$ cat src/rtl/bitrev_seq.sv
// Sequencer for a two-sample-per-beat bit-reverse stage: feeds beats to the datapath,
// pads and drains partial frames on flush, and holds back output until a full frame is stored.
module bitrev_seq #(
    parameter int LGSIZE = 5,
    parameter int WIDTH  = 24
) (
    input  logic               i_clk,
    input  logic               i_reset,
    input  logic               s_valid,
    output logic               s_ready,
    input  logic [2*WIDTH-1:0] s_data_0,
    input  logic [2*WIDTH-1:0] s_data_1,
    input  logic               i_flush,
    output logic               br_reset,
    output logic               br_ce,
    output logic [2*WIDTH-1:0] br_in_0,
    output logic [2*WIDTH-1:0] br_in_1,
    input  logic               br_sync,
    output logic               m_valid,
    input  logic               m_ready,
    output logic               m_sync,
    output logic               o_busy,
    output logic [15:0]        o_frames
);

    localparam int BW = LGSIZE - 1;
    localparam logic [BW-1:0]        BCNT_ZERO   = {BW{1'b0}};
    localparam logic [BW-1:0]        BCNT_ONE    = {{(BW-1){1'b0}}, 1'b1};
    localparam logic [BW-1:0]        BCNT_LAST   = {BW{1'b1}};
    localparam logic [2*WIDTH-1:0]   ZERO_SAMPLE = {(2*WIDTH){1'b0}};

    typedef enum logic [2:0] {
        ST_IDLE   = 3'd0,
        ST_RUN    = 3'd1,
        ST_PAD    = 3'd2,
        ST_DRAIN  = 3'd3,
        ST_RESYNC = 3'd4
    } state_t;

    state_t        state_r;
    state_t        state_nxt_s;
    logic [BW-1:0] bcnt_r;
    logic [BW-1:0] bcnt_nxt_s;
    logic          fresh_r;
    logic          primed_r;
    logic          drain_done_r;
    logic          avail_s;
    logic          from_src_s;
    logic          valid_s;
    logic          ce_s;
    logic          resync_s;

    // Beat source per state: upstream samples, zero fill, or nothing
    always_comb begin
        avail_s    = 1'b0;
        from_src_s = 1'b0;
        case (state_r)
            ST_IDLE, ST_RUN: begin
                avail_s    = s_valid;
                from_src_s = 1'b1;
            end
            ST_PAD:    avail_s = 1'b1;
            ST_DRAIN:  avail_s = ~drain_done_r;
            ST_RESYNC: avail_s = 1'b0;
            default:   avail_s = 1'b0;
        endcase
    end

    // Output valid and clock enable; both held off while reset is asserted
    always_comb begin
        resync_s = (state_r == ST_RESYNC);
        if (i_reset) begin
            valid_s = 1'b0;
            ce_s    = 1'b0;
        end else begin
            valid_s = fresh_r & (primed_r | br_sync);
            ce_s    = avail_s & (~valid_s | m_ready);
        end
        bcnt_nxt_s = ce_s ? (bcnt_r + BCNT_ONE) : bcnt_r;
    end

    assign s_ready  = ce_s & from_src_s;
    assign br_ce    = ce_s;
    assign br_reset = i_reset | resync_s;
    assign br_in_0  = from_src_s ? s_data_0 : ZERO_SAMPLE;
    assign br_in_1  = from_src_s ? s_data_1 : ZERO_SAMPLE;
    assign m_valid  = valid_s;
    assign m_sync   = valid_s & br_sync;
    assign o_busy   = ~i_reset & ((state_r == ST_PAD) | (state_r == ST_DRAIN) | resync_s);

    // Next-state decode
    always_comb begin
        state_nxt_s = state_r;
        case (state_r)
            ST_IDLE: begin
                if (ce_s) state_nxt_s = ST_RUN;
                else      state_nxt_s = ST_IDLE;
            end
            ST_RUN: begin
                if (i_flush) begin
                    if (bcnt_nxt_s != BCNT_ZERO) state_nxt_s = ST_PAD;
                    else                         state_nxt_s = ST_DRAIN;
                end else begin
                    state_nxt_s = ST_RUN;
                end
            end
            ST_PAD: begin
                if (ce_s && (bcnt_r == BCNT_LAST)) state_nxt_s = ST_DRAIN;
                else                               state_nxt_s = ST_PAD;
            end
            ST_DRAIN: begin
                // the last drained output must be taken before the datapath is reset
                if (drain_done_r && (~valid_s || m_ready)) state_nxt_s = ST_RESYNC;
                else                                       state_nxt_s = ST_DRAIN;
            end
            ST_RESYNC: state_nxt_s = ST_IDLE;
            default:   state_nxt_s = ST_IDLE;
        endcase
    end

    // State, beat counter, output tracking flags and frame counter
    always_ff @(posedge i_clk) begin
        if (i_reset) begin
            state_r      <= ST_IDLE;
            bcnt_r       <= BCNT_ZERO;
            fresh_r      <= 1'b0;
            primed_r     <= 1'b0;
            drain_done_r <= 1'b0;
            o_frames     <= 16'd0;
        end else begin
            state_r <= state_nxt_s;
            if (resync_s) begin
                bcnt_r       <= BCNT_ZERO;
                fresh_r      <= 1'b0;
                primed_r     <= 1'b0;
                drain_done_r <= 1'b0;
            end else begin
                bcnt_r <= bcnt_nxt_s;
                if (ce_s)
                    fresh_r <= 1'b1;
                else if (valid_s && m_ready)
                    fresh_r <= 1'b0;
                if (fresh_r && br_sync)
                    primed_r <= 1'b1;
                if (ce_s && (state_r == ST_DRAIN) && (bcnt_r == BCNT_LAST))
                    drain_done_r <= 1'b1;
            end
            if (valid_s && br_sync && m_ready)
                o_frames <= o_frames + 16'd1;
        end
    end

endmodule
$ cat config.mk
export PLATFORM = sky130hd
export DESIGN_NAME = bitrev_seq
export DESIGN_NICKNAME = d
export VERILOG_FILES = /design/src/rtl/bitrev_seq.sv
export SDC_FILE = /design/constraint.sdc
export NUM_CORES = 1
export LEC_CHECK = 0
export ABC_AREA = 1
export BUFFER_PORTS_ARGS = -buffer_cell sky130_fd_sc_hd__buf_2
export CORE_UTILIZATION = 25
export CTS_BUF_LIST = sky130_fd_sc_hd__clkbuf_8
export DETAILED_ROUTE_END_ITERATION = 10
export GPL_TIMING_DRIVEN = 0
export SYNTH_ARGS = -nofsm -noshare
export SYNTH_HDL_FRONTEND = slang
export SYNTH_SLANG_ARGS = --single-unit
$ cat constraint.sdc
create_clock -name i_clk -period 1.35 [get_ports i_clk]
set_input_delay 0.135 -clock i_clk [delete_from_list [all_inputs] [get_ports i_clk]]
set_output_delay 0.135 -clock i_clk [all_outputs]
set_load 0.005 [all_outputs]
Word level (Yosys, flattened, before mapping)
Cells that the tools add are included.

operators by class
  add/subtract/negate cells = 2
  equal/unequal tests = 5
  mux-type cells = 15
  bitwise logic cells = 14
  reduce and logical (&&, ||, !) cells = 14

operators with widths
  kind                                                  number
  2-to-1 mux 48 bit                                     2
  adder 16 x 1 -> 16 bit (second input constant)        1
  case mux 3 bit (4 select lines)                       1
  logical AND 1 bit                                     8
  2-to-1 mux 1 bit                                      8
  equality test 3 x 2 -> 1 bit (second input constant)  2
  2-to-1 mux 3 bit                                      2
  AND 1 bit                                             5
  OR 1 bit                                              5
  adder 4 x 1 -> 4 bit (second input constant)          1
  equality test 4 bit (second input constant)           1
  2-to-1 mux 4 bit                                      1
  inverter 1 bit                                        4
  nonzero test 4 bit                                    1
  OR reduction 2 bit                                    2
  equality test 3 x 1 -> 1 bit (second input constant)  1
  equality test 3 bit (second input constant)           1
  logical NOT 3 bit                                     1
  case mux 1 bit (3 select lines)                       1
  nonzero test 2 bit                                    1
  logical OR 1 bit                                      1

word-level totals
  register bits = 26
  bits of input ports = 102
  word-level logic and storage cells = 56

Depth between registers and ports, before layout
Gate-level depths: netlist of run 1.

  depth in word-level cells = 11
  gate-level depth with buffers = 11

Worst setup path after synthesis of run 1
OpenSTA, ideal clock, no wires.

  path type = register -> register
  start = register o_frames[0]
  end = register o_frames[14]
  setup time = 0.117 ns
  arrival = 1.379 ns
  slack = -0.145 ns
  cell stages (with the launch flop) = 11
  path buffers = 0
  clock period less this slack = 1.495 ns
  cell sequence = dfxtp_1 > ha_1 > nand2_1 > nor2_1 > nand3_1 > nor2_1 > nand4_2 > nor2_2 > nand3_1 > o21ai_0 > nor2_1

between the ends
  word-level cells in the longest chain between the ends = 1

RTL lines
  element                 line  RTL
  from (decl)             23    output logic [15:0] o_frames
  from (signal assigned)  149   o_frames <= o_frames + 16'd1;
  adder 16 x 1 -> 16 bit  149

No other way between the ends.
A chain may end at the register's enable or synchronous reset.

Worst setup path in the final report of run 1
  start = register state_r[1]
  end = output port br_in_1[16]

between the ends
  word-level cells in the longest chain between the ends = 4

RTL lines
  element                                                                   line  RTL
  from (decl)                                                               40    state_t state_r;
  from (signal assigned)                                                    131   state_r <= state_nxt_s;
  equality test 3 x 1 -> 1 bit / logical NOT 3 bit (equally long branches)  57    case (state_r)
  OR reduction 2 bit *                                                      57
  2-to-1 mux 1 bit *                                                        57
  2-to-1 mux 48 bit *                                                       86    assign br_in_1 = from_src_s ? s_data_1 : ZERO_SAMPLE;
  to (decl)                                                                 17    output logic [2*WIDTH-1:0] br_in_1,

Every way passes the cells marked *; elsewhere a longest branch is shown, timed or not.

==> results of run 1 <==
## routing by layer
metal	part of all wire (%)	vias up
li1	-	1638
met1	38	1519
met2	54	112
met3	5.3	20
met4	2.6	0
met5	0	-
## power groups by stage
stage / Sequential [W] / Combinational, W / Clock [W]
after floorplan: 0.000811 / 0.000377 / 0
after global placement: 0.000813 / 0.000841 / 0
after detailed placement: 0.000815 / 0.000843 / 0
after CTS: 0.000797 / 0.00112 / 0.000463
after global routing: 0.000801 / 0.00164 / 0.000490
final: 0.000798 / 0.00151 / 0.000442
## metrics by stage
stage          setup WS (ns)  cell area, um^2  util, %  total power [W]
2_1_floorplan        -0.0820             2120        -          0.00119
3_3_place_gp          -0.361             3350     41.0          0.00165
3_5_place_dp          -0.395             3350     41.0          0.00166
4_1_cts               -0.173             4030     49.3          0.00239
5_1_grt               -0.354             4860     59.4          0.00293
6_report              -0.296             4860     59.4          0.00275
## path summary, 6_finish.rpt
kind	startpoint	to	slack [ns]
worst max-delay path	state_r[1]	br_in_1[16]	-0.30
worst min-delay path	i_flush	state_r[1]	0.13
worst min register to register	o_frames[6]	o_frames[6]	0.49
worst max register to register	o_frames[1]	o_frames[14]	-0.24
## registers in the layout, summed over array words and instances (netlist names)
signal / cells
o_frames: 16
state_r: 3
primed_r: 1
drain_done_r: 1
bcnt_r: 4
fresh_r: 1
## repair_timing
| action | 4_1_cts | 5_1_grt |
|---|---|---|
| pin swaps | 10 | 21 |
| resized for setup | 117 | 184 |
| setup endpoints to repair | 107 | 113 |
| setup buffers | 20 | 11 |
| gates cloned | 6 | 4 |
## cell type report
class	instances	area [um^2]
buffer	10	196
sequential	26	546
clock buffer	3	41.3
tap	105	131
fill	732	3320
multi-input combinational	230	1850
inverter	122	463
clock inverter	1	3.75
timing repair buffer	259	1630
## cell families (layout without fill, tap and decap cells)
group	Yosys count	after routing	synth area share (%)
and+or+nand+nor	193	193	40.4
buffers and inverters	134	395	24.3
AOI/OAI and AO/OA	34	34	8.87
DFF	26	26	24.8
adders and majority gates	2	2	1.19
xor gates and xnor gates	1	1	0.417
## critical path: stages (launching register included)
cell and delay (ns):
dfxtp_4 0.37, nor2_4 0.15, clkinv_4 0.14, clkbuf_16 0.20, clkbuf_16 0.17, nor2_4 0.08, buf_2 0.12
## cells in the final DEF, fill, tap and decap left out, types with 8 or more instances in the layout
| master | count |
|---|---|
| buf_2 | 211 |
| inv_1 | 118 |
| dfxtp_1 | 16 |
| nor2_2 | 12 |
| clkbuf_16 | 8 |
| nor2_1 | 29 |
| buf_4 | 18 |
| buf_8 | 8 |
| a21oi_1 | 15 |
| nand2_1 | 31 |
| nor2_4 | 84 |
| buf_6 | 19 |
==> results.toml, run 1 <==
[outcome]
status = "complete, but fails checks"
violations = "setup timing"

[routing]
drt_iter0_drc = 50
routedWlPerCell_um = 12.8
dr_total_vias = 3289
wl_mm = 9.65
drc = 0
drtAntennaViolNets = 0
drtPass1Iterations = 4
vias_per_cell = 4.35

[pwr]
combPwrFrac_pct = 54.9
p_sw_w = 0.000969
seq_power_share_pct = 29.0
internal_power_w = 0.00178
power_frac_clock_pct = 16.1
power_density_nw_per_um2 = 566
switching_share_pct = 35.2
p_leak_nw = 2.71
vdd_drop_max_v = 0.000355

[yosys]
synth-edff-count = 0
yosys.area.top_type = "dfxtp_1"
synth.top_cell.area_share_pct = 24.8
synthMostInstantiatedCell = "nor2_1"
synth.cells.most_frequent = "nor2_1 (120), inv_1 (119), nand2_1 (41), dfxtp_1 (26), a21oi_1 (18)"
seq_area_frac_synth_pct = 24.8
ys_async_sr_fraction_pct = 0
syn_area_um2 = 2100
ys_warn_count = 0
synthCells = 390
synth_fp_nets = 494
syn_area_per_cell_um2 = 5.39
synth.lib_cells_used.distinct = 30
synthTopCellsByArea = "dfxtp_1 (25%), nor2_1 (21%), inv_1 (21%), nand2_1 (7.3%), a21oi_1 (4.3%)"
synth-seq-cells = 26
yosys_most_used_dff = "dfxtp_1"

[hold_path]
hold-path-cell-count = 3
hp-class = "in -> reg"

[cts]
cts-root-buf = "clkbuf_8"
path_clk_slew_ns = 0.09
clk_latency_ns = 0.27
cts_buffers = 3
holdBufCountCts = 0
cts_tree = "yes"
cts.sink_count = 26
h-tree-depth = 1
clk_path_buf_depth = 2

[critical_path]
critPathKind = "reg -> out"
worst_ep_required_time_ns = 1.22
cp_max_fo = 7
rr_worst_depth = 10
start_kind = "flop"
worstPathArrival_ns = 1.51
critPathCaptureType = "primary output"

[timing]
drv_slew = 0
rsz0062_at_grt = "yes"
period_minus_slack_ns = 1.65
setup_violations = 104
fin_ws_ns = -0.296
worst_pin_slew_ns = 0.270
fmax_mhz = 608
hold_violations = 0
fin_crit_sh_pct = 122
relSlewSlack_pct = 81.8
fin_setup_tns_ns = -22.51
fin_skew_ns = 0.00824
hold_ws_ns = 0.130

[placed_design]
dp_hpwl_mm = 6.79
dp.cells = 714
gp_congestion = 0.849
io_buffers = 219

[floorplan]
chipWidth_um = 93.7
core_um2 = 8180
die-area_um2 = 8780
die_h_um = 93.7
initial_core_util_pct = 25.7
ioPinCount = 220
row_count = 33

[run]
cap_violations = 0

[global_routing]
grt_max_degree = 15
grt-ovfl-total = 0
grt_pass1_vias = 2699
met1_usage_pct = 21.8
grt_antenna_before_repair = 0
busiest_layer = "met2"
met2_usage_pct = 33.2
grt_use_total_pct = 18.1
grtUsageMet3_pct = 2.35
grt_pass1_wl_mm = 12.9

[layout]
antenna_cells = 0
syn_to_final_growth_pct = 131
final_nets = 756
drive_gt1_share_pct = 63.6
fin_cells = 756
Power figures use the tool's default switching activity.
==> run 2: changes to the inputs <==
--- a/config.mk
+++ b/config.mk
@@ -5,12 +5,12 @@
 export SDC_FILE = /design/constraint.sdc
 export NUM_CORES = 1
 export LEC_CHECK = 0
-export ABC_AREA = 1
 export BUFFER_PORTS_ARGS = -buffer_cell sky130_fd_sc_hd__buf_2
 export CORE_UTILIZATION = 25
 export CTS_BUF_LIST = sky130_fd_sc_hd__clkbuf_8
 export DETAILED_ROUTE_END_ITERATION = 10
 export GPL_TIMING_DRIVEN = 0
+export PLACE_DENSITY = 0.66
 export SYNTH_ARGS = -nofsm -noshare
 export SYNTH_HDL_FRONTEND = slang
 export SYNTH_SLANG_ARGS = --single-unit
==> results.toml, run 2 <==
[hold_path]
hp-class = "in -> reg"
min_from = "i_flush"
hold-path-cell-count = 3

[critical_path]
path_delay_family = "flip-flops"
worst_ep_required_time_ns = 1.22
path_depth = 5
cp_max_fo = 8
critPathSlowestCell = "dfxtp_4"
timing.rr.start = "state_r[1]"
path_common_cell = "buf_6"
start_kind = "flop"
critPathKind = "reg -> out"
crit_path_start = "state_r[1]"
rr_worst_depth = 7
worstPathArrival_ns = 1.58
crit_path_max_incr_delay_ns = 0.37
cp_cell_sequence = "and3_4 > a2111oi_4 > buf_6 > and2_4 > buf_6"
critPathCaptureType = "primary output"
cp.buffers_inverters = 2

[cts]
cts.sink_count = 26
h-tree-depth = 1
path_clk_slew_ns = 0.10
clk_latency_ns = 0.27
cts-root-buf = "clkbuf_8"
cts_buffers = 3
holdBufCountCts = 0
clk_path_buf_depth = 2
cts_tree = "yes"

[floorplan]
die-area_um2 = 7800
die_h_um = 88.3
initial_core_util_pct = 25.8
ioPinCount = 220
row_count = 31
chipWidth_um = 88.3
core_um2 = 7210

[timing]
rsz0062_at_grt = "yes"
fmax_mhz = 583
worst_pin_slew_ns = 0.476
fin_ws_ns = -0.364
setup_violations = 111
hold_violations = 0
period_minus_slack_ns = 1.71
fin_crit_sh_pct = 127
fin_skew_ns = 0.00688
relSlewSlack_pct = 68.3
drv_slew = 0

[yosys]
yosys.area.top_type = "and2_1"
ys_async_sr_fraction_pct = 0
synthMostInstantiatedCell = "and2_1"
yosys_most_used_dff = "dfxtp_1"
synth.top_cell.area_share_pct = 32.3
synth.lib_cells_used.distinct = 36
synth.cells.most_frequent = "and2_1 (96), dfxtp_1 (26), nor2_1 (25), nand2_1 (14), clkbuf_1 (12)"
synthTopCellsByArea = "and2_1 (32%), dfxtp_1 (28%), nor2_1 (5.0%), xor2_1 (4.7%), nand2_1 (2.8%)"
synthCells = 247
seq_area_frac_synth_pct = 28.0
syn_area_per_cell_um2 = 7.54
synth-edff-count = 0
synth_fp_nets = 351
synth-seq-cells = 26
syn_area_um2 = 1860
ys_warn_count = 0

[placed_design]
gp_congestion = 0.856
dp_hpwl_mm = 8.18
place_area_um2 = 3110
io_buffers = 219
place_ws_ns = -0.700

[pwr]
p_leak_nw = 2.40
power_density_nw_per_um2 = 713
power.total_w = 0.00333
vdd_drop_max_v = 0.000351

[routing]
drtAntennaViolNets = 0
routedWlPerCell_um = 19.3
drc = 0
vias_per_cell = 4.55
wl_mm = 11.8
drtPass1Iterations = 4
drt_iter0_drc = 112
dr_total_vias = 2770

[global_routing]
grt-ovfl-total = 0
grt_pass1_vias = 2645
grt_pass1_wl_mm = 15.0
grt_use_total_pct = 26.6
grt_antenna_before_repair = 3
grt_max_degree = 16

[layout]
reg_top3 = "o_frames (16), bcnt_r (4), state_r (3)"
final_nets = 611
drive_gt1_share_pct = 80.2
final_area_um2 = 4670
largest_reg_flops = 16
layout_common_cells = "buf_2 (123), buf_6 (110), and2_4 (94)"
syn_to_final_growth_pct = 151
regMostFlops = "o_frames"
mostFrequentLayoutCell = "buf_2"

[run]
cap_violations = 0

[outcome]
violations = "setup timing"
status = "complete, but fails checks"
==> run 2: report_power, final <==
group | switching (W) | leakage (nW) | internal [W] | total [W]
Combinational | 0.000640 | 2.15 | 0.00124 | 0.00188
Clock | 0.000251 | 0.0357 | 0.000397 | 0.000647
Sequential | 0.0000200 | 0.217 | 0.000786 | 0.000806
==> run 2: path summary, 6_finish.rpt <==
check / end / slack (ns)
worst max-delay path: s_ready / -0.36
worst min-delay path: state_r[1] / 0.18
worst max register to register: state_r[0] / -0.34
worst min register to register: o_frames[14] / 0.51
==> run 2: cells by family (layout without fill, tap and decap cells) <==
| family | count (synthesis) | count (layout) | share of synthesized area, % |
|---|---|---|---|
| XOR/XNOR | 15 | 15 | 7.06 |
| other | 0 | 4 | 0 |
| AND/OR/NAND/NOR | 166 | 166 | 51.4 |
| adder cells (fa/ha/maj) | 2 | 2 | 1.34 |
| buffers and inverters | 16 | 275 | 3.70 |
| flip-flops | 26 | 26 | 28.0 |
| multiplexers | 1 | 1 | 0.538 |
| AO/OA/AOI/OAI | 21 | 21 | 8.00 |
==> run 2: tightest hold or removal path, stage by stage <==
cell,delay [ns]
buf_2,0.11
nand3b_1,0.10
a21oi_1,0.08
==> run 2: through the flow <==
| step | hold WS (ns) | instances | util, % | setup TNS [ns] |
|---|---|---|---|---|
| 2_1_floorplan | 0.279 | 247 | - | -1.86 |
| 3_3_place_gp | 0.424 | 565 | 43.1 | -35.05 |
| 3_5_place_dp | 0.441 | 565 | 43.1 | -38.35 |
| 4_1_cts | 0.137 | 595 | 58.1 | -19.91 |
| 5_1_grt | 0.188 | 608 | 64.7 | -34.67 |
| 6_report | 0.181 | 609 | 64.7 | -28.67 |
==> run 2: final cells by class <==
cell class	count	area, um^2
multi-input combinational	205	1640
clock buffer	3	41.3
inverter	2	7.51
buffer	9	120
clock inverter	1	30.0
sequential	26	544
tap	99	124
antenna	4	10.0
timing repair buffer	260	2150
fill	572	2550
==> run 2: per-layer routing <==
metal	up-vias	share of wire (%)	global-route usage [%]
li1	1323	-	-
met1	1326	37	30.0
met2	109	54	48.4
met3	12	7.2	8.21
met4	0	1.8	6.60
met5	-	0	0
==> run 2: what timing repair did <==
action / in CTS / in global routing
resized for setup: 198 / 112
setup endpoints to repair: 115 / 116
pin swaps: 75 / 40
setup buffers: 18 / 19
gates cloned: 9 / 0
==> run 3: changes to the inputs <==
--- a/config.mk
+++ b/config.mk
@@ -7,10 +7,12 @@
 export LEC_CHECK = 0
 export BUFFER_PORTS_ARGS = -buffer_cell sky130_fd_sc_hd__buf_2
 export CORE_UTILIZATION = 25
-export CTS_BUF_LIST = sky130_fd_sc_hd__clkbuf_8
+export CTS_BUF_LIST = sky130_fd_sc_hd__clkbuf_4
 export DETAILED_ROUTE_END_ITERATION = 10
 export GPL_TIMING_DRIVEN = 0
 export PLACE_DENSITY = 0.66
+export SLEW_MARGIN = 10
 export SYNTH_ARGS = -nofsm -noshare
 export SYNTH_HDL_FRONTEND = slang
 export SYNTH_SLANG_ARGS = --single-unit
+export TNS_END_PERCENT = 10
==> results.toml, run 3 (synthesis gave the netlist of run 2 again) <==
[routing]
drt_iter0_drc = 98
drtPass1Iterations = 4
drc = 0
routedWlPerCell_um = 13.3
wl_mm = 7.77
vias_per_cell = 4.35
dr_total_vias = 2536
drtAntennaViolNets = 0

[timing]
worst_pin_slew_ns = 0.440
fmax_mhz = 550
fin_ws_ns = -0.467
rsz0062_at_grt = "yes"
setup_violations = 117
fin_skew_ns = 0.00984
fin_setup_tns_ns = -32.28
relSlewSlack_pct = 70.7
fin_crit_sh_pct = 135
drv_slew = 0
period_minus_slack_ns = 1.82
hold_violations = 0
hold_ws_ns = 0.0500

[placed_design]
dp.cells = 565
io_buffers = 219
dp_hpwl_mm = 6.13
gp_congestion = 0.801

[floorplan]
chipWidth_um = 88.3
core_um2 = 7210
die-area_um2 = 7800
ioPinCount = 220
row_count = 31
initial_core_util_pct = 25.8
die_h_um = 88.3

[layout]
layout_common_cells = "buf_2 (217), and2_1 (95), nor2_1 (24)"
multi_input_area_um2 = 1330
drive_gt1_share_pct = 56.9
fin_cells = 583
n_fill_cell = 768
regMostFlops = "o_frames"
final_nets = 588
regArea_um2 = 539
mostFrequentLayoutCell = "buf_2"
largest_reg_flops = 16
reg_top3 = "o_frames (16), bcnt_r (4), state_r (3)"
syn_to_final_growth_pct = 84.9

[cts]
clk_latency_ns = 0.34
cts_buffers = 3
path_clk_slew_ns = 0.14
holdBufCountCts = 0
cts.sink_count = 26
h-tree-depth = 1
clk_path_buf_depth = 2
cts-root-buf = "clkbuf_4"
cts_tree = "yes"

[global_routing]
grt_use_total_pct = 17.9
grt_pass1_vias = 2222
grt_pass1_wl_mm = 10.8
grt-ovfl-total = 0
grt_antenna_before_repair = 1
grt_max_degree = 16

[critical_path]
critPathKind = "reg -> out"
crit_path_max_incr_delay_ns = 0.39
cp_cell_sequence = "and3_4 > a2111oi_4 > buf_4 > and2_4 > buf_6"
rr_worst_depth = 8
worst_ep_required_time_ns = 1.22
rr_endpoint = "state_r[0]"
cp.buffers_inverters = 2
path_delay_family = "flip-flops"
timing.rr.start = "state_r[1]"
ff2ff_setup_slack_ns = -0.45
cp_max_fo = 6
worstPathArrival_ns = 1.68
critPathSlowestCell = "dfxtp_4"
critPathCaptureType = "primary output"
start_kind = "flop"

[pwr]
vdd_drop_max_v = 0.000368
power_density_nw_per_um2 = 684
p_leak_nw = 1.82

[hold_path]
hold_end = "state_r[1]"
hold-path-cell-count = 3
hp-class = "in -> reg"
min_from = "i_flush"

[outcome]
violations = "setup timing"
status = "complete, but fails checks"

[run]
cap_violations = 0
==> run 3: changes by cell type in the layout (fill, tap and decap cells not counted), sizes merged <==
cell | previous run | this run
clkbuf | 4 | 14
diode | 4 | 1
buf | 268 | 235
==> run 3: worst max path at each step <==
stage | start | to | slack, ns | depth (start not counted)
2_1_floorplan | state_r[2] | state_r[0] | -0.36 | 5
3_3_place_gp | state_r[1] | br_in_1[39] | -0.74 | 5
3_5_place_dp | state_r[1] | br_in_1[39] | -0.77 | 5
4_1_cts | state_r[2] | s_ready | -0.46 | 5
5_1_grt | state_r[1] | s_ready | -0.54 | 5
6_report | state_r[1] | s_ready | -0.47 | 5
==> run 3: layout make-up <==
type                    count  share of cell area, %
diodes                      1                 0.0727
plain buffers              12                   4.43
clock buffers               3                  0.654
clock inverters             1                  0.872
inverters                   2                  0.218
multi-input cells         205                   38.7
flip-flops and latches     26                   15.7
well taps                  99                   3.60
repair buffers            234                   35.8
==> run 3: layer usage <==
metal,GRT usage [%],vias up,wire length (um)
met5,0,-,0
met4,3.96,0,118
met3,3.64,12,527
met2,31.5,125,3900
met1,22.6,1126,3220
li1,-,1273,-
==> run 3: repair_timing <==
action | CTS | global route
gates cloned | 0 | 0
endpoints found under the setup margin | 118 | 122
pin swaps | 25 | 8
setup buffers | 6 | 9
resized for setup | 42 | 22
==> run 3: per-stage QoR <==
step	setup slack, ns	power [W]	util [%]	instance area, um^2
floorplan	-0.361	0.00122	-	1860
global placement	-0.745	0.00169	42.7	3080
detailed placement	-0.770	0.00170	42.7	3080
CTS	-0.463	0.00236	46.0	3320
global route	-0.538	0.00252	47.7	3440
finish	-0.467	0.00235	47.7	3440
==> run 3: power breakdown <==
group          internal (W)  switching (W)  leakage [nW]  total [W]
Combinational      0.000577       0.000409          1.58   0.000986
Clock              0.000301       0.000251        0.0279   0.000552
Sequential         0.000786      0.0000294         0.215   0.000815
Total               0.00166       0.000690          1.82    0.00235
==> run 3: worst reg2reg max path, stage by stage (launching register included) <==
cell and delay, ns:
dfxtp_4 0.39, and3_4 0.19, a2111oi_4 0.33, buf_4 0.21
buf_4 0.12, buf_6 0.09, nand2_2 0.06, xor2_2 0.15
a31o_1 0.17
